===== src/rtl/pipe_id_fwd.sv =====
// pipe_id_fwd -- decode stage for the 5-stage core.
//
// Holds the IF/ID register, a 2R1W register file with write-through,
// EX/MEM/WB operand forwarding, load-use hazard detection and a
// registered ID/EX bundle.
//
// Ports:
//   clk, rst                  clock, synchronous active-high reset
//   in_valid/in_ready         IF handshake; in_instr, in_pc fetched data
//   flush                     kill IF/ID and ID/EX (taken branch/jump)
//   ex_hold                   downstream stall, freezes IF/ID and ID/EX
//   ex_valid/ex_memrd/ex_wa/ex_result   EX stage state for forwarding
//   mem_valid/mem_wa/mem_result         MEM stage state for forwarding
//   wb_wen/wb_ovf/wb_wa/wb_wd           writeback into the register file
//   out_*                     registered ID/EX bundle
//   stall_cnt                 saturating count of load-use stall cycles
module pipe_id_fwd #(
    parameter int DW    = 32,
    parameter int AW    = 5,
    parameter int CNT_W = 16
) (
    input  logic             clk,
    input  logic             rst,
    input  logic             in_valid,
    output logic             in_ready,
    input  logic [DW-1:0]    in_instr,
    input  logic [DW-1:0]    in_pc,
    input  logic             flush,
    input  logic             ex_hold,
    input  logic             ex_valid,
    input  logic             ex_memrd,
    input  logic [AW-1:0]    ex_wa,
    input  logic [DW-1:0]    ex_result,
    input  logic             mem_valid,
    input  logic [AW-1:0]    mem_wa,
    input  logic [DW-1:0]    mem_result,
    input  logic             wb_wen,
    input  logic             wb_ovf,
    input  logic [AW-1:0]    wb_wa,
    input  logic [DW-1:0]    wb_wd,
    output logic             out_valid,
    output logic [DW-1:0]    out_pc,
    output logic [DW-1:0]    out_instr,
    output logic [DW-1:0]    out_rd1,
    output logic [DW-1:0]    out_rd2,
    output logic [DW-1:0]    out_imm_s,
    output logic [DW-1:0]    out_imm_z,
    output logic [DW-1:0]    out_shamt,
    output logic [AW-1:0]    out_wa,
    output logic [CNT_W-1:0] stall_cnt
);

    localparam int DEPTH = 2 ** AW;

    // Map a 5-bit instruction register field onto AW bits: zero-extend
    // when AW>5, keep the low AW bits when AW<5.
    function automatic logic [AW-1:0] fld(input logic [4:0] f);
        logic [31:0] t;
        t = {27'b0, f};
        return t[AW-1:0];
    endfunction

    logic            ifid_valid;
    logic [DW-1:0]   ifid_instr;
    logic [DW-1:0]   ifid_pc;
    logic [DW-1:0]   rf [DEPTH];

    logic [AW-1:0]   rs, rt, wa_dec;
    logic [5:0]      op;
    logic            hazard;
    logic            rf_w;
    logic [DW-1:0]   rd1, rd2;

    assign op     = ifid_instr[31:26];
    assign rs     = fld(ifid_instr[25:21]);
    assign rt     = fld(ifid_instr[20:16]);
    assign wa_dec = (op == 6'd0) ? fld(ifid_instr[15:11]) : fld(ifid_instr[20:16]);

    // rt is compared even for formats that never read it; a spurious
    // stall is cheaper than decoding which instructions use rt.
    assign hazard   = ifid_valid && ex_valid && ex_memrd && (ex_wa != '0) &&
                      ((ex_wa == rs) || (ex_wa == rt));
    assign in_ready = !ex_hold && !hazard;
    assign rf_w     = wb_wen && !wb_ovf && (wb_wa != '0);

    // Youngest producer wins. A load in EX has no data yet; the hazard
    // logic stalls instead, so EX only forwards non-load results.
    function automatic logic [DW-1:0] fwd(input logic [AW-1:0] a);
        if (a == '0)                                   return '0;
        else if (ex_valid && !ex_memrd && ex_wa == a)  return ex_result;
        else if (mem_valid && mem_wa == a)             return mem_result;
        else if (rf_w && wb_wa == a)                   return wb_wd;
        else                                           return rf[a];
    endfunction

    always_comb begin
        rd1 = fwd(rs);
        rd2 = fwd(rt);
    end

    // Register file; entry 0 is never written so it reads as zero.
    always_ff @(posedge clk) begin
        if (rst) begin
            for (int i = 0; i < DEPTH; i++) rf[i] <= '0;
        end else if (rf_w) begin
            rf[wb_wa] <= wb_wd;
        end
    end

    // IF/ID register
    always_ff @(posedge clk) begin
        if (rst) begin
            ifid_valid <= 1'b0;
            ifid_instr <= '0;
            ifid_pc    <= '0;
        end else if (flush) begin
            ifid_valid <= 1'b0;
        end else if (in_valid && in_ready) begin
            ifid_valid <= 1'b1;
            ifid_instr <= in_instr;
            ifid_pc    <= in_pc;
        end
    end

    // ID/EX register; flush beats ex_hold, ex_hold beats hazard.
    always_ff @(posedge clk) begin
        if (rst) begin
            out_valid <= 1'b0;
            out_pc    <= '0;
            out_instr <= '0;
            out_rd1   <= '0;
            out_rd2   <= '0;
            out_imm_s <= '0;
            out_imm_z <= '0;
            out_shamt <= '0;
            out_wa    <= '0;
        end else if (flush) begin
            out_valid <= 1'b0;
        end else if (!ex_hold) begin
            if (hazard) begin
                out_valid <= 1'b0;
            end else begin
                out_valid <= ifid_valid;
                out_pc    <= ifid_pc;
                out_instr <= ifid_instr;
                out_rd1   <= rd1;
                out_rd2   <= rd2;
                out_imm_s <= {{(DW-16){ifid_instr[15]}}, ifid_instr[15:0]};
                out_imm_z <= {{(DW-16){1'b0}}, ifid_instr[15:0]};
                out_shamt <= {{(DW-5){1'b0}}, ifid_instr[10:6]};
                out_wa    <= wa_dec;
            end
        end
    end

    // Counts only cycles where the bubble is actually inserted.
    always_ff @(posedge clk) begin
        if (rst)
            stall_cnt <= '0;
        else if (hazard && !ex_hold && !flush && stall_cnt != '1)
            stall_cnt <= stall_cnt + 1'b1;
    end

endmodule


===== config.mk =====
export PLATFORM = sky130hd
export DESIGN_NAME = pipe_id_fwd
export DESIGN_NICKNAME = d
export VERILOG_FILES = /design/src/rtl/pipe_id_fwd.sv
export SDC_FILE = /design/constraint.sdc
export NUM_CORES = 2
export LEC_CHECK = 0
export ABC_AREA = 1
export ABC_CLOCK_PERIOD_IN_PS = 5200
export CAP_MARGIN = 20
export CORE_AREA = 2 2 290 435
export DETAILED_ROUTE_END_ITERATION = 8
export DIE_AREA = 0 0 292 437
export PLACE_DENSITY = 0.75
export REMOVE_ABC_BUFFERS = 1
export SLEW_MARGIN = 20
export SYNTH_ARGS = -nofsm -noshare
export SYNTH_HDL_FRONTEND = slang
export SYNTH_SLANG_ARGS = --single-unit

===== constraint.sdc =====
create_clock -name clk -period 5.2 [get_ports clk]
set_input_delay 0.52 -clock clk [delete_from_list [all_inputs] [get_ports clk]]
set_output_delay 0.52 -clock clk [all_outputs]
set_load 0.02 [all_outputs]

==> run_results.csv <==
group,metric,value,unit
setup_path,end_kind,"output port",
cells_and_area,final-seq-area,0.0353,mm2
cells_and_area,post-route-util,0.616,
power,max-vdd-ir-drop,287,uV
power,total_power,23600,uW
global_route,grt_max_degree,215,
timing,finalSetupViolations,0,
logic_synthesis,synthCells,8857,
placed_design,dp_slack,1.06,ns
placed_design,hpwl,159000,um
timing,fin_hold_ws,0.154,ns
setup_path,crit_type,"flop to output port",
setup_path,r2r_start,"ifid_instr[22]",
clock_tree,cts_root_buf,"clkbuf_16",
clock_tree,cts_tree,"yes",
cells_and_area,multi_input_area,0.0284,mm2
power,power_frac_comb,0.127,
logic_synthesis,async_reset_ff_frac,0,
placed_design,port_buffers,388,
logic_synthesis,ys_seq_elements,1249,
placed_design,gp_congestion,0.936,
route,first_pass_iters,9,
job,max_cap_violations,0,
timing,layout_min_cycle_time,3.57,ns
power,switching_share,0.275,
global_route,grt_pass1_vias,64400,
outcome,status,"finished with violations",
outcome,violations,"DRC",
clock_tree,insertion_delay,0.79,ns
timing,hold_viol,0,
floorplanning,initial_core_util,0.549,
hold_path,hp-start,"rst",
floorplanning,fp-row-count,158,
setup_path,crit_start,"ifid_instr[22]",
cells_and_area,areaGrowthSynthToFinish,12.2,%
logic_synthesis,syn_area,0.0678,mm2
logic_synthesis,ys.flop_type,"edfxtp_1",
setup_path,crit_required,4.68,ns
floorplanning,core-area,0.124,mm2
cells_and_area,final_nets,8968,
floorplanning,pin_count,432,
timing,rsz0062_at_grt,"false",
floorplanning,die-width,292,um
clock_tree,clkTransAtPathRegs,0.07,ns
route,vias,66800,
clock_tree,post_cts_buffers,0,
global_route,antenna_found_initial,8,
timing,finalSetupTns,0,ns
cells_and_area,drive_above_1_share,0.0628,
logic_synthesis,ys_warn_count,0,
power,power_density,310,mW/mm2
timing,worst_slack,1.63,ns
setup_path,arrival,3.05,ns
clock_tree,clock-sinks,1249,
timing,fmax,0.280,GHz
timing,drv_slew,0,
floorplanning,die_y,437,um
cells_and_area,nFillCells,10400,
logic_synthesis,syn_avg_cell_area,7.65,um2
route,drc,5,
power,pwr-share-clk,0.379,
global_route,overflow,0,
route,routedWlPerCell,25.6,um
route,postRouteAntennaNets,0,
timing,max_slew.worst_pin.slew,1.21,ns
timing,relSlewSlack,0.191,
power,power.switching,6480,uW
global_route,grt_pass1_wl,393000,um
route,wirelength,268000,um
power,p_int,17100,uW
logic_synthesis,synth-edff-count,1024,
timing,clock-skew-final,0.0433,ns
clock_tree,numCtsBuffers,116,
power,seqPwrFrac,0.494,
clock_tree,htree_levels,3,
setup_path,path_max_fanout,5,
timing,fin_crit_sh,0.686,
route,initialDrtViolationCount,11000,
route,routed_via_density,6.37,
logic_synthesis,synth-seq-area-share,0.520,
clock_tree,cts_resized,0,
setup_path,cp-start-kind,"flop",
clock_tree,cts_buffer_depth,3,
global_route,grt.total_usage,0.410,
power,p_leak,0.0312,uW
clock_tree,holdBufCountCts,0,
logic_synthesis,synth_cell_type_count,31,
hold_path,hp-class,"input port to flop",
floorplanning,dieArea,0.128,mm2
-- per-layer routing --
metal,track usage,vias up,part of all wire
met5,0.00305,-,0.00037
met4,0.358,10,0.10
met3,0.125,1627,0.15
met2,0.626,5937,0.44
met1,0.465,30500,0.31
li1,-,28700,-
-- path summary, 6_finish.rpt --
check	end	slack [ns]	cells after the start
setup / recovery	in_ready	1.63	9
hold / removal	stall_cnt[9]	0.15	2
setup reg to reg	flop	1.76	12
hold reg to reg	ifid_instr[12]	0.46	2
-- worst max-delay path, stage by stage, from the launching register on --
cell,delay [ns]
dfxtp_1,0.53
inv_1,0.23
nand2_1,0.10
a21oi_1,0.06
nand4_1,0.16
nand2_1,0.08
nand2_1,0.20
nand2_1,0.15
inv_1,0.12
clkdlybuf4s50_1,0.63
-- cells in the final DEF (no fill, tap or decap), types with 6 or more instances in the layout --
cell / netlist / routed
nand3_1: 1738 / 1732
edfxtp_1: 1024 / 1024
nor3_2: 8 / 6
inv_1: 172 / 154
clkbuf_8: 0 / 11
nand4_1: 8 / 8
clkdlybuf4s50_1: 0 / 386
nand2_1: 3180 / 3132
dfxtp_1: 225 / 215
buf_4: 103 / 154
a21oi_1: 275 / 275
nand2_2: 2 / 49
buf_12: 0 / 35
xor2_1: 15 / 15
nand2_4: 8 / 9
nor2_2: 71 / 71
inv_2: 8 / 16
clkbuf_16: 0 / 128
nor3_1: 14 / 14
clkbuf_1: 517 / 26
inv_6: 0 / 6
xnor2_1: 15 / 15
o21ai_0: 117 / 117
nor2_1: 1119 / 1119
conb_1: 1 / 75
clkinvlp_4: 0 / 7
dfxtp_4: 0 / 7
clkinv_2: 0 / 21
clkinv_1: 0 / 11
-- cells by family (layout without fill, tap and decap cells) --
group / count (synthesis) / after routing / synth area share
xor+xnor: 30 / 30 / 0.00388
simple gates: 6155 / 6155 / 0.379
buf+inv: 1024 / 977 / 0.0675
other cells: 1 / 78 / 0.0000553
flops: 1249 / 1249 / 0.520
compound gates: 397 / 397 / 0.0295
fa+ha+maj: 1 / 1 / 0.000185
-- final cells by class --
type / instances / share of cell area
Clock inverter: 53 / 0.00609
Tap cell: 1600 / 0.0263
Inverter: 180 / 0.00946
Timing Repair Buffer: 577 / 0.0754
Clock buffer: 167 / 0.0454
Multi-Input combinational cell: 6658 / 0.373
Antenna cell: 3 / 0.0000987
Sequential cell: 1249 / 0.464
-- through the flow --
| stage | instance area (um2) | instances |
|---|---|---|
| after floorplan | 64200 | 8087 |
| after global placement | 72100 | 10300 |
| after detailed placement | 72100 | 10300 |
| after CTS | 76100 | 10500 |
| after global routing | 76100 | 10500 |
| final | 76100 | 10500 |
-- registers in the layout, indices dropped and copies added, names as in the netlist, 16 cells and up, named ones only --
name	cells
out_rd1	32
ifid_pc	32
out_pc	32
out_instr	32
stall_cnt	16
ifid_instr	32
out_rd2	32
rf	1024
-- power groups by stage --
stage / Clock (uW) / Sequential (uW) / Combinational, uW
after global routing: 9250 / 11700 / 3180
after detailed placement: 0 / 11800 / 2870
final: 8930 / 11600 / 3000
after CTS: 8860 / 11600 / 2880
after global placement: 0 / 11800 / 2830
after floorplan: 0 / 11900 / 1560
-- cells in the mapped netlist (8+ instances only) --
cell      number  area share
nand2_1     3180        0.18
nand3_1     1738        0.13
nor2_1      1119       0.062
edfxtp_1    1024        0.45
clkbuf_1     517       0.029
a21oi_1      275       0.020
dfxtp_1      225       0.066
inv_1        172      0.0095
buf_2        131      0.0097
o21ai_0      117      0.0086
buf_4        103       0.011
nor2_2        71      0.0066
buf_1         69      0.0038
buf_6         24      0.0040
xnor2_1       15      0.0019
xor2_1        15      0.0019
nor3_1        14      0.0010
inv_2          8     0.00044
nand2_4        8      0.0013
nand4_1        8     0.00074
nor3_2         8      0.0012
Power figures use the tool's default switching activity.
